[src/rtl/sprite_walk_sequencer.sv]
// Frame-paced walk-cycle sequencer for the player sprite.
// Accepts movement requests, turns in place or walks one tile per step,
// advancing pose and pixel offset only on frame ticks. Drives the
// sprite-sheet base column and the in-tile scroll offset.
module sprite_walk_sequencer #(
  parameter int TILE_PX         = 16,
  parameter int FRAMES_PER_POSE = 4,
  parameter int TURN_FRAMES     = 2,
  parameter int SPR_W           = 19
) (
  input  logic        Clk,
  input  logic        Reset,
  input  logic        frame_tick,
  input  logic        move_req,
  input  logic [1:0]  move_dir,
  output logic        move_ack,
  output logic        busy,
  output logic [1:0]  facing,
  output logic [1:0]  pose,
  output logic [4:0]  pixel_offset,
  output logic        step_done,
  output logic [13:0] sprite_base
);

  typedef enum logic [1:0] {
    ST_IDLE = 2'd0,
    ST_TURN = 2'd1,
    ST_WALK = 2'd2
  } state_t;

  // Terminal counts, sized to the counter registers they are compared with.
  localparam logic [4:0]  TICK_LAST = 5'(TILE_PX - 1);
  localparam logic [4:0]  POSE_LAST = 5'(FRAMES_PER_POSE - 1);
  localparam logic [4:0]  TURN_LAST = 5'(TURN_FRAMES - 1);
  localparam logic [13:0] SPR_W_L   = 14'(SPR_W);

  // Reset-time facing is "down" (2); its sheet column follows from SPR_W.
  localparam logic [1:0]  FACE_RST  = 2'd2;

  state_t     state_q;
  logic       busy_q;
  logic       move_ack_q;
  logic       step_done_q;
  logic [1:0] facing_q;
  logic [1:0] pose_q;
  logic [4:0] tick_cnt_q;
  logic [4:0] pose_cnt_q;
  logic [4:0] turn_cnt_q;

  logic [4:0] pose_cnt_d;
  logic [1:0] pose_d;
  logic       step_last;
  logic       turn_last;
  logic       chain_ok;

  // Pose order Rest1 -> Move1 -> Rest2 -> Move2 -> Rest1 is a plain 2-bit wrap.
  function automatic logic [1:0] pose_advance(input logic [1:0] p);
    return p + 2'd1;
  endfunction

  // Per-tick helper values: pose cadence, end of step, end of turn, chaining.
  always_comb begin
    pose_cnt_d = pose_cnt_q + 5'd1;
    pose_d     = pose_q;
    if (pose_cnt_q == POSE_LAST) begin
      pose_cnt_d = '0;
      pose_d     = pose_advance(pose_q);
    end
    step_last = (tick_cnt_q == TICK_LAST);
    turn_last = (turn_cnt_q == TURN_LAST);
    chain_ok  = move_req && (move_dir == facing_q);
  end

  // Walk/turn sequencer; every output is produced from a register here.
  always_ff @(posedge Clk or posedge Reset) begin
    if (Reset) begin
      state_q     <= ST_IDLE;
      busy_q      <= 1'b0;
      move_ack_q  <= 1'b0;
      step_done_q <= 1'b0;
      facing_q    <= FACE_RST;
      pose_q      <= 2'd0;
      tick_cnt_q  <= '0;
      pose_cnt_q  <= '0;
      turn_cnt_q  <= '0;
    end else begin
      move_ack_q  <= 1'b0;
      step_done_q <= 1'b0;
      case (state_q)
        ST_IDLE: begin
          // Any frame_tick here is deliberately ignored, including one in the
          // acceptance cycle: counting starts on the first tick after it.
          if (move_req) begin
            move_ack_q <= 1'b1;
            busy_q     <= 1'b1;
            if (move_dir != facing_q) begin
              state_q    <= ST_TURN;
              facing_q   <= move_dir;
              pose_q     <= 2'd0;
              turn_cnt_q <= '0;
            end else begin
              state_q    <= ST_WALK;
              pose_q     <= 2'd1;
              pose_cnt_q <= '0;
              tick_cnt_q <= '0;
            end
          end
        end

        ST_TURN: begin
          // Requests are not looked at while turning; only ticks matter.
          if (frame_tick) begin
            if (turn_last) begin
              state_q    <= ST_IDLE;
              busy_q     <= 1'b0;
              turn_cnt_q <= '0;
            end else begin
              turn_cnt_q <= turn_cnt_q + 5'd1;
            end
          end
        end

        ST_WALK: begin
          if (frame_tick) begin
            pose_cnt_q <= pose_cnt_d;
            if (step_last) begin
              // Tile boundary: offset wraps and the step is reported.
              tick_cnt_q  <= '0;
              step_done_q <= 1'b1;
              if (chain_ok) begin
                // Same direction still held: continue with no idle gap and
                // an unbroken pose cadence.
                move_ack_q <= 1'b1;
                pose_q     <= pose_d;
              end else begin
                state_q    <= ST_IDLE;
                busy_q     <= 1'b0;
                pose_q     <= 2'd0;
                pose_cnt_q <= '0;
              end
            end else begin
              tick_cnt_q <= tick_cnt_q + 5'd1;
              pose_q     <= pose_d;
            end
          end
        end

        default: begin
          state_q <= ST_IDLE;
          busy_q  <= 1'b0;
        end
      endcase
    end
  end

  assign move_ack     = move_ack_q;
  assign busy         = busy_q;
  assign facing       = facing_q;
  assign pose         = pose_q;
  assign pixel_offset = tick_cnt_q;
  assign step_done    = step_done_q;
  // Sheet column: four poses per facing row, SPR_W pixels per pose.
  assign sprite_base  = {10'd0, facing_q, pose_q} * SPR_W_L;

endmodule
[config.mk]
export PLATFORM = sky130hd
export DESIGN_NAME = sprite_walk_sequencer
export DESIGN_NICKNAME = d
export VERILOG_FILES = /design/src/rtl/sprite_walk_sequencer.sv
export SDC_FILE = /design/constraint.sdc
export NUM_CORES = 1
export LEC_CHECK = 0
export ABC_AREA = 1
export ABC_CLOCK_PERIOD_IN_PS = 3600
export BUFFER_PORTS_ARGS = -buffer_cell sky130_fd_sc_hd__buf_2
export CAP_MARGIN = 20
export CORE_MARGIN = 2
export CORE_UTILIZATION = 43
export CTS_CLUSTER_DIAMETER = 40
export DETAILED_ROUTE_END_ITERATION = 8
export PLACE_DENSITY_LB_ADDON = 0.2
export SYNTH_ARGS = -nofsm -noshare
export SYNTH_HDL_FRONTEND = slang
export SYNTH_SLANG_ARGS = --single-unit
[constraint.sdc]
create_clock -name Clk -period 3.6 [get_ports Clk]
set_clock_uncertainty 0.15 [all_clocks]
set_input_delay 0.18 -clock Clk [delete_from_list [all_inputs] [get_ports Clk]]
set_output_delay 0.18 -clock Clk [all_outputs]
set_load 0.02 [all_outputs]
==> summary.txt <==
Status
  • Status: completed

Logic synthesis
  • EDFF count, synth: 0
  • Area share of the largest cell type after synthesis: a little over a third
  • Yosys top cell by area: dfrtp_1
  • Count leader, synth: nand2_1
  • Synthesized area: 1650 um^2
  • Asr flop ratio synth: 100%
  • Synth top cells by count: nand2_1, inv_1, dfrtp_1, nand3_1
  • Mapped Avg Cell Area: 7.51 um^2
  • Top FF cell, synth: dfrtp_1
  • Synth warn: 0
  • Synth Instances: 220
  • Register area share after synthesis: 36.4%
  • Top cells by area, synth: dfrtp_1, nand2_1, ha_1, inv_1, nand3_1
  • Register bit count reported by yosys: 24
  • Synth unique cells: 23

Route
  • Iter 0 DRT Violations: 42
  • Via density per instance: 4.63
  • Drt pass-1 iters: 4
  • DR vias: between 1000 and 1500
  • DRC Markers: 0
  • DRT antenna net count: 0
  • Final wirelength: between 3000 and 4000 um
  • Routed len/inst: slightly above 10 um

Clock network
  • CTS resizes: 0
  • Worst-case clock buffer depth: 2
  • H-tree depth: 1
  • Num Clock Sinks: 24
  • Clk root buf: clkbuf_8
  • Later-pin clock latency in the skew report: about 0.26 ns
  • CTS Buf Count: 3
  • Clk slew on worst S/H paths: around 0.08 ns
  • CTS tree: done

Worst setup path
  • CP Cell Sequence: inv_1, ha_1, ha_1, or2_2, ha_1, a21oi_1, xor2_1, buf_2
  • CP Class: flop to output port
  • CP delay by family, top: adder cells
  • CP max FO: 6
  • Startpoint Class: flop
  • CP most frequent cell: ha_1
  • Worst Path Required: ~3.3 ns
  • WP buf/inv: 2
  • CP arrival: 2.36 ns
  • CP endpoint kind: output port
  • CP max stage delay: 0.45 ns
  • Slowest-stage cell, CP: dfrtp_1

Layout
  • Multi-input logic area: around 900 um^2
  • Fillers: between 300 and 400
  • Sequential cell area: 602 um^2
  • N_diodes: 0
  • Share of layout cells above drive strength 1: between 10% and 20%
  • Post-layout nets: about 270
  • Final instance area: between 1500 and 2000 um^2
  • Area Growth Syn to Fin: 13.6%

Floorplan
  • Starting Density: approximately 45%
  • Die Ht: roughly 66 um
  • IO Count: 32
  • Core footprint: around 3700 um^2
  • # rows: 22
  • Die area: approximately 4400 um^2
  • Die width: ~66 um

Run
  • Max-cap violations: 0

Timing
  • RSZ-0062 raised after global routing: no
  • Hold slack: roughly 0.017 ns
  • Final WS setup: between 0.9 and 1 ns
  • Slew margin rel.: 39.2%
  • Fmax: ~370 MHz
  • Final setup vio count: 0
  • Total Neg Setup Slack: 0 ns
  • Least-Margin Pin Slew: between 0.9 and 1 ns
  • Period minus WS final: approximately 2.7 ns
  • Final slew viol count: 0
  • Fin crit share: roughly 75%
  • Final hold vios: 0

GRT
  • First-pass GRT wire length: 5210 um
  • Overall routing resource usage: between 15 and 20%
  • Largest net degree at the start of global routing: 25
  • Vias in the first global route: between 1000 and 1500
  • Initial antenna violation count: 0
  • Gr ovfl total: 0

Power and ir drop
  • Clock Power Share: around 14%
  • Static Leak: approximately 1.1 nW
  • Sequential power share: a little under a third
  • Switching Fraction: 48.7%
  • Power, Total: ~1.3 mW
  • Internal cell power: between 0.6 and 0.7 mW
  • Psw: between 0.6 and 0.7 mW
  • Logic pwr share: a little over half
  • Maximum VDD drop: around 0.28 mV
  • PwrDens: a little under 700 nW/um^2

Place
  • Post-DP HPWL: around 2400 um
  • IO buf count: 26
  • Dpl ws: around 1.2 ns
  • Area of placed instances: 1810 um^2
  • RD Place Congestion: 0.834

Worst hold path
  • HP Class: input pin to flop
[tightest hold or removal path, cell delays in order]
cell	delay [ns]
buf_2	0.10
nand2_1	0.05
o21ai_0	0.06
[registers in the layout (all words and copies together), names as in the netlist]
register / flops
step_done: 1
move_ack: 1
turn_cnt_q: 5
pose_cnt_q: 5
state_q: 2
busy: 1
facing: 2
pose: 2
pixel_offset: 5
[power by group through the flow]
| stage | Combinational [mW] | Clock, mW | Sequential, mW |
|---|---|---|---|
| after floorplan | 0.504 | 0 | 0.437 |
| after global placement | 0.687 | 0 | 0.410 |
| after detailed placement | 0.695 | 0 | 0.412 |
| after CTS | 0.700 | 0.190 | 0.407 |
| after global routing | 0.791 | 0.202 | 0.418 |
| final | 0.690 | 0.184 | 0.405 |
[placed cells by master (no fill, tap or decap), drive strengths merged]
cell / Yosys / final
clkbuf: 0 / 4
a21oi: 9 / 9
o21ai: 14 / 14
inv: 29 / 29
dfrtp: 23 / 23
ha: 16 / 16
nand2: 71 / 71
dlygate4sd3: 0 / 1
nand3: 17 / 17
a21boi: 1 / 1
xnor2: 2 / 2
nand3b: 1 / 1
or2: 3 / 3
nor2: 17 / 17
conb: 1 / 5
dfstp: 1 / 1
buf: 6 / 26
nand4: 1 / 1
xor2: 7 / 7
clkinv: 1 / 1
[timing repair]
action | in CTS | in global routing
endpoints found under the hold margin | 23 | 0
buffers inserted | 0 | 0
hold buffers | 1 | 0
[layout make-up]
| cell class | count | area share [%] |
|---|---|---|
| clock buffers | 4 | 2.93 |
| inverters | 30 | 6.00 |
| flip-flops and latches | 24 | 32.0 |
| multi-input cells | 164 | 48.4 |
| well taps | 48 | 3.20 |
| repair buffers | 27 | 7.46 |
[metal layers]
metal	track usage, %	part of all wire (%)
met3	2.04	3.3
met4	5.61	1.3
met5	0	0
met1	20.3	49
met2	26.1	46
[through the flow]
step | util, % | instances
floorplan | - | 224
global placement | 49.2 | 292
detailed placement | 49.2 | 292
CTS | 50.9 | 297
global route | 50.9 | 297
finish | 50.9 | 297
[path summary, 6_finish.rpt]
check | from | to | slack, ns | cells past startpoint
worst max-delay path | facing[0] | sprite_base[6] | 0.91 | 8
worst min-delay path | move_dir[0] | facing[0] | 0.02 | 3
worst max register to register | facing[1] | turn_cnt_q[4] | 1.84 | 9
worst min register to register | busy | busy | 0.33 | 2
max in group asynchronous | Reset | pose[1] | 2.24 | 3
min in group asynchronous | Reset | step_done | 0.49 | 3
[cell families (layout without fill, tap and decap cells)]
family	count (synthesis)	count (layout)	share of synthesized area, %
adders and majority gates	16	16	12.1
DFF	24	24	36.4
buffers and inverters	36	61	9.54
other	1	5	0.227
and+or+nand+nor	110	110	28.2
xor gates and xnor gates	9	9	4.77
AOI/OAI and AO/OA	24	24	8.78
(Power assumes the default switching activity.)
